<file path="src/rtl/dds_phase_meter_pkg.sv">
// -----------------------------------------------------------------------------
// dds_phase_meter_pkg
// Shared definitions for the DDS generator / phase meter pair:
//   - default tuning-word width (DDS_M), ramp sample width (DDS_W) and
//     window exponent (METER_G)
//   - phase meter FSM state encoding
//   - mod_dist(): shortest distance between two values on a 2^width circle,
//     used to compare consecutive frequency estimates across wrap-around.
// No ports (package).
// -----------------------------------------------------------------------------
package dds_phase_meter_pkg;

    localparam int unsigned DDS_M   = 24;
    localparam int unsigned DDS_W   = 16;
    localparam int unsigned METER_G = 8;

    typedef enum logic [1:0] {
        ST_IDLE  = 2'd0,
        ST_PRIME = 2'd1,
        ST_DONE  = 2'd2
    } meter_state_t;

    // Smaller of (a-b) and (b-a), both taken modulo 2^width.
    function automatic logic [63:0] mod_dist(input logic [63:0] a,
                                             input logic [63:0] b,
                                             input int unsigned width);
        logic [63:0] mask;
        logic [63:0] fwd;
        logic [63:0] bwd;
        if (width >= 32'd64) begin
            mask = {64{1'b1}};
        end else begin
            mask = (64'd1 << width) - 64'd1;
        end
        fwd = (a - b) & mask;
        bwd = (b - a) & mask;
        return (fwd < bwd) ? fwd : bwd;
    endfunction

endpackage

</file>
<file path="src/rtl/dds_phase_meter_diff.sv">
// -----------------------------------------------------------------------------
// dds_phase_diff
// Keeps the previously accepted ramp sample and produces the unsigned modular
// increment to the current one. The first sample after reset only primes the
// stored value; every later sample yields a valid delta.
// Ports:
//   clk          in  1  system clock, rising edge
//   rst_ac_n     in  1  asynchronous active-low reset
//   sample       in  1  current ramp_wave is accepted this cycle
//   ramp_wave    in  W  ramp sample (treated as unsigned)
//   delta        out W  (ramp_wave - prev) mod 2^W
//   delta_valid  out 1  delta is meaningful and accepted this cycle
// -----------------------------------------------------------------------------
module dds_phase_diff
    import dds_phase_meter_pkg::*;
#(
    parameter int unsigned W = DDS_W
) (
    input  logic         clk,
    input  logic         rst_ac_n,
    input  logic         sample,
    input  logic [W-1:0] ramp_wave,
    output logic [W-1:0] delta,
    output logic         delta_valid
);

    logic [W-1:0] prev_r;
    logic         primed_r;

    // Previous-sample register; survives window boundaries so no sample is lost.
    always_ff @(posedge clk or negedge rst_ac_n) begin
        if (!rst_ac_n) begin
            prev_r   <= {W{1'b0}};
            primed_r <= 1'b0;
        end else if (sample) begin
            prev_r   <= ramp_wave;
            primed_r <= 1'b1;
        end else begin
            prev_r   <= prev_r;
            primed_r <= primed_r;
        end
    end

    // Unsigned subtraction wraps, so a +max to -max ramp crossing still gives
    // the small positive step.
    assign delta       = ramp_wave - prev_r;
    assign delta_valid = sample & primed_r;

endmodule

</file>
<file path="src/rtl/dds_phase_meter.sv">
// -----------------------------------------------------------------------------
// dds_phase_meter
// Recovers the tuning word of a DDS from its truncated phase ramp by summing
// 2^G consecutive sample-to-sample increments and scaling the sum back to the
// M-bit tuning-word grid. Consecutive estimates are compared for a lock flag.
// Ports:
//   clk        in  1  system clock, rising edge
//   rst_ac_n   in  1  asynchronous active-low reset
//   ena        in  1  block enable; low freezes all state
//   val_in     in  1  ramp_wave sample valid
//   ramp_wave  in  W  ramp sample (DDS phase top W bits)
//   P_est      out M  recovered tuning word
//   val_out    out 1  one-cycle pulse, P_est updated
//   locked     out 1  consecutive estimates within TOL
//   busy       out 1  a window is in progress
// -----------------------------------------------------------------------------
module dds_phase_meter
    import dds_phase_meter_pkg::*;
#(
    parameter int unsigned M   = DDS_M,
    parameter int unsigned W   = DDS_W,
    parameter int unsigned G   = METER_G,
    parameter int unsigned TOL = 0
) (
    input  logic         clk,
    input  logic         rst_ac_n,
    input  logic         ena,
    input  logic         val_in,
    input  logic [W-1:0] ramp_wave,
    output logic [M-1:0] P_est,
    output logic         val_out,
    output logic         locked,
    output logic         busy
);

    localparam int unsigned AW    = W + G;
    localparam int unsigned SHIFT = M - W - G;
    localparam logic [G-1:0] CNT_ONE  = G'(1);
    localparam logic [G-1:0] CNT_LAST = {G{1'b1}};

    meter_state_t  state_r;
    meter_state_t  state_nxt_s;

    logic [AW-1:0] acc_r;
    logic [G-1:0]  cnt_r;
    logic [M-1:0]  p_est_r;
    logic          val_out_r;
    logic          locked_r;
    logic          busy_r;
    logic          have_est_r;

    logic          sample_s;
    logic [W-1:0]  delta_s;
    logic          delta_valid_s;
    logic [AW-1:0] acc_sum_s;
    logic          window_end_s;
    logic [M-1:0]  p_new_s;
    logic [63:0]   dist_s;
    logic          lock_hit_s;

    assign sample_s = ena & val_in;

    dds_phase_diff #(
        .W (W)
    ) u_diff (
        .clk         (clk),
        .rst_ac_n    (rst_ac_n),
        .sample      (sample_s),
        .ramp_wave   (ramp_wave),
        .delta       (delta_s),
        .delta_valid (delta_valid_s)
    );

    assign acc_sum_s    = acc_r + AW'(delta_s);
    assign window_end_s = delta_valid_s & (cnt_r == CNT_LAST);
    // The W+G-bit sum is in units of 2^(M-W-G) tuning-word LSBs.
    assign p_new_s      = M'(acc_sum_s) << SHIFT;
    assign dist_s       = mod_dist(64'(p_new_s), 64'(p_est_r), M);
    assign lock_hit_s   = have_est_r & (dist_s <= 64'(TOL));

    // FSM state register.
    always_ff @(posedge clk or negedge rst_ac_n) begin
        if (!rst_ac_n) begin
            state_r <= ST_IDLE;
        end else begin
            state_r <= state_nxt_s;
        end
    end

    // FSM next state. DONE still accepts a sample, which opens the next window.
    always_comb begin
        state_nxt_s = state_r;
        if (!ena) begin
            state_nxt_s = state_r;
        end else begin
            case (state_r)
                ST_IDLE: begin
                    if (sample_s) begin
                        state_nxt_s = ST_PRIME;
                    end else begin
                        state_nxt_s = ST_IDLE;
                    end
                end
                ST_PRIME, ST_DONE: begin
                    if (window_end_s) begin
                        state_nxt_s = ST_DONE;
                    end else begin
                        state_nxt_s = ST_PRIME;
                    end
                end
                default: begin
                    state_nxt_s = ST_IDLE;
                end
            endcase
        end
    end

    // Window accumulator, sample counter and registered result/lock outputs.
    // The result is registered on the edge that takes the last delta, so it is
    // visible together with val_out during the DONE cycle.
    always_ff @(posedge clk or negedge rst_ac_n) begin
        if (!rst_ac_n) begin
            acc_r      <= {AW{1'b0}};
            cnt_r      <= {G{1'b0}};
            p_est_r    <= {M{1'b0}};
            val_out_r  <= 1'b0;
            locked_r   <= 1'b0;
            busy_r     <= 1'b0;
            have_est_r <= 1'b0;
        end else if (ena) begin
            val_out_r <= window_end_s;
            busy_r    <= (state_nxt_s != ST_IDLE);
            if (window_end_s) begin
                acc_r      <= {AW{1'b0}};
                cnt_r      <= {G{1'b0}};
                p_est_r    <= p_new_s;
                locked_r   <= lock_hit_s;
                have_est_r <= 1'b1;
            end else if (delta_valid_s) begin
                acc_r <= acc_sum_s;
                cnt_r <= cnt_r + CNT_ONE;
            end else begin
                acc_r <= acc_r;
                cnt_r <= cnt_r;
            end
        end else begin
            val_out_r <= val_out_r;
        end
    end

    // A pending pulse is masked while disabled and shows on the next enabled cycle.
    assign val_out = val_out_r & ena;
    assign P_est   = p_est_r;
    assign locked  = locked_r;
    assign busy    = busy_r;

endmodule

</file>
<file path="config.mk">
export PLATFORM = sky130hd
export DESIGN_NAME = dds_phase_meter
export DESIGN_NICKNAME = d
export VERILOG_FILES = /design/src/rtl/dds_phase_meter_pkg.sv /design/src/rtl/dds_phase_meter_diff.sv /design/src/rtl/dds_phase_meter.sv
export SDC_FILE = /design/constraint.sdc
export NUM_CORES = 1
export LEC_CHECK = 0
export ABC_AREA = 1
export CAP_MARGIN = 5
export CELL_PAD_IN_SITES_DETAIL_PLACEMENT = 1
export CELL_PAD_IN_SITES_GLOBAL_PLACEMENT = 2
export CORE_MARGIN = 2
export CORE_UTILIZATION = 35
export DETAILED_ROUTE_END_ITERATION = 10
export PLACE_DENSITY_LB_ADDON = 0.25
export SYNTH_ARGS = -nofsm -noshare
export SYNTH_HDL_FRONTEND = slang
export SYNTH_HIERARCHICAL = 1
export SYNTH_SLANG_ARGS = --single-unit
</file>
<file path="constraint.sdc">
create_clock -name clk -period 6.9 [get_ports clk]
set_input_delay 1.725 -clock clk [delete_from_list [all_inputs] [get_ports clk]]
set_output_delay 1.725 -clock clk [all_outputs]
set_load 0.01 [all_outputs]
</file>
==> metrics.yaml <==
drt:
  post_drt_wl_per_cell_um: 18.91
  drtIter0Drc: 309
  drc: 0
  firstDrtPassIters: 5
  dr_total_vias: 9915
  via_per_inst: 5.056
  postRouteAntennaNets: 0
  routed_wl_um: 37080
grt:
  grt_usage_pct: 24.59
  antenna_found_initial: 0
  grt_max_degree: 46
  grt.overflow.total: 0
  grt_pass1_vias: 10240
  grt_pass1_wl_um: 50570
worst_setup_path:
  cp.buffers_inverters: 11
  crit_fanout: 5
  critPathSlowestCell: "fa_2"
  crit_arrival_ns: 7.40
  cp_common_cell: "nand2_1"
  crit_type: "input pin to flip-flop"
  critPathLaunch: "ramp_wave[0]"
  critical-path-top-delay-family: "simple AND/OR/NAND/NOR gates"
  max_stage_delay_ns: 0.34
  cp-end-kind: "flip-flop"
  start_kind: "input pin"
  r2r_start: "u_diff/prev_r[0]$_DFFE_PN0P_"
  worst_ep_required_time_ns: 7.19
synthesis:
  syn-cell-area_um2: 8418
  synth_xor_area_share_pct: 5.812
  ys_types: 57
  yosys_warnings: 6
  synth-seq-cells: 79
  yosys.area_share.simple_pct: 30.40
  synth_adder_area_share_pct: 15.52
  synth_edf_count: 0
  seq_area_frac_synth_pct: 23.48
  async_flop_share_pct: 100.0
  synth_compound_area_share_pct: 13.61
  syn_nets: 1386
  synth.avg_cell_area_um2: 6.660
  postSynthCellCount: 1264
  synth_mux_area_share_pct: 0
  ys.flop_type: "dfrtp_1"
  synth_top_family_by_area: "simple AND/OR/NAND/NOR gates"
floorplan:
  num_rows: 56
  fp.coreArea_um2: 23540
  io_pins: 47
  die_area_um2: 25310
  die_x_um: 159.1
  fp.dieH_um: 159.1
  initial_core_util_pct: 35.76
placement:
  io_buffers: 46
  dpl_cell_area_um2: 11350
  dp_hpwl_um: 23920
  place_congestion: 0.8983
finish:
  nFillCells: 2961
  diodes: 0
  area_growth_pct: 62.02
  nets: 1759
  design_area_um2: 13640
  drive_above_1_share_pct: 41.78
sta:
  tightest_slew_ns: 1.048
  rsz0062_at_grt: "yes"
  finalHoldViolations: 0
  max_freq_mhz: 140.8
  fin_tns_setup_ns: -0.2025
  final_max_slew_viol_count: 0
  layout_min_cycle_time_ns: 7.102
  fin_worst_skew_ns: 0.006261
  setup_slack_ns: -0.2025
  setup_viol: 1
  timing.final.crit_share_pct: 102.9
  max_slew_margin_pct: 30.07
clock_network:
  hold_buffers: 0
  htree_levels: 3
  cts_made_buffers: 9
  cts.path.max_buffers: 2
  clkLatencyLatePin_ns: 0.36
  clock-root-buffer: "clkbuf_16"
  path_clk_slew_ns: 0.07
  cts_tree: "done"
  cts_sinks: 79
worst_hold_path:
  hp-class: "flip-flop to flip-flop"
  min-delay-start: "u_diff/primed_r$_DFFE_PN0P_"
status:
  violations: "setup timing"
  status: "finished with violations"
flow_run:
  cap_viol_max_count: 0
cell families after synthesis:
group,count (synthesis)
buf+inv,247
compound gates,201
simple gates,580
flops,79
fa+ha+maj,102
xor+xnor,55
cell usage after synthesis (3+ instances only):
cell type	count	area (um^2)
nand2_1	355	1333
nand3_1	65	325.3
o21ai_1	5	25.02
xor2_1	41	359.1
a21oi_2	3	26.28
and2_1	4	25.02
or2_2	4	25.02
a21oi_1	70	350.3
nor2_2	7	43.79
nor3_1	13	65.06
xnor2_1	13	113.9
o21a_1	4	30.03
nand2_2	24	150.1
ha_1	98	1226
o22ai_1	5	31.28
nand3_2	7	70.07
dfrtp_1	79	1977
fa_1	4	80.08
o21ai_0	82	410.4
inv_1	218	818.3
o21ai_2	4	35.03
clkbuf_1	12	45.04
buf_2	4	20.02
o21bai_1	3	22.52
a31oi_1	6	37.54
inv_2	9	33.78
nor2_1	68	255.2
nand4_1	18	112.6
cell type report:
| type | instances | area, um^2 | share of cell area (%) |
|---|---|---|---|
| flip-flops and latches | 79 | 1977 | 14.49 |
| inverters | 228 | 860.8 | 6.311 |
| repair buffers | 381 | 3013 | 22.09 |
| clock inverters | 7 | 78.83 | 0.5779 |
| well taps | 319 | 399.1 | 2.926 |
| multi-input cells | 938 | 7086 | 51.95 |
| clock buffers | 9 | 225.2 | 1.651 |
per-stage QoR:
step	instances	worst slack (ns)	hold WS (ns)	utilization [%]
2_1_floorplan	1264	0.01434	0.4340	-
3_3_place_gp	1892	-1.336	0.4507	48.19
3_5_place_dp	1892	-1.626	0.4560	48.19
4_1_cts	1935	-0.2649	0.4731	53.11
5_1_grt	1961	-0.5858	0.5042	57.93
6_report	1961	-0.2025	0.4713	57.93
flip-flops by register name, indices dropped and copies added (netlist names):
name             cells
cnt_r                8
P_est               24
busy                 1
u_diff/primed_r      1
val_out_r            1
have_est_r           1
state_r              2
acc_r               24
u_diff/prev_r       16
locked               1
worst reg2reg max path: cells and delay by family (launching register included):
| family | cells | cell delay [ns] |
|---|---|---|
| and+or+nand+nor | 26 | 2.43 |
| adders and majority gates | 5 | 1.35 |
| buffers and inverters | 9 | 0.83 |
| AOI/OAI and AO/OA | 3 | 0.53 |
| xor gates and xnor gates | 2 | 0.44 |
| DFF | 1 | 0.41 |
path summary, 6_finish.rpt:
path                       slack, ns                      endpoint  cells past startpoint
min in group asynchronous       1.35  u_diff/prev_r[3]$_DFFE_PN0P_                      1
hold reg to reg                 0.47   u_diff/primed_r$_DFFE_PN0P_                      1
hold / removal                  0.47   u_diff/primed_r$_DFFE_PN0P_                      1
setup / recovery               -0.20            locked$_DFFE_PN0P_                     47
max in group asynchronous       4.49         P_est[17]$_DFFE_PN0P_                      2
setup reg to reg                0.84            locked$_DFFE_PN0P_                     45
layer usage:
metal	vias up	wire, um	track usage [%]
li1	4755	-	-
met3	92	767	2.344
met2	186	19400	46.64
met4	0	1601	6.777
met1	4882	15320	29.43
met5	-	0	0
timing repair:
action | 4_1_cts | 5_1_grt
resized for setup | 140 | 229
endpoints found under the setup margin | 1 | 1
pin swaps | 62 | 111
setup buffers | 27 | 26
hold endpoints to repair | 0 | 0
cells in the final DEF (no fill, tap or decap), types with 19 or more instances in the layout:
| master | count |
|---|---|
| a21oi_1 | 37 |
| a21oi_2 | 33 |
| buf_4 | 322 |
| clkdlybuf4s50_1 | 30 |
| dfrtp_1 | 79 |
| ha_1 | 53 |
| ha_4 | 43 |
| inv_1 | 191 |
| inv_2 | 34 |
| nand2_1 | 291 |
| nand2_2 | 67 |
| nand2_4 | 21 |
| nand3_1 | 47 |
| nand3_2 | 19 |
| nor2_1 | 39 |
| nor2_2 | 23 |
| o21ai_0 | 75 |
| xor2_1 | 26 |
Power is not shown: default switching activity piles up to over one toggle a cycle in this logic, so the estimate is an artifact.
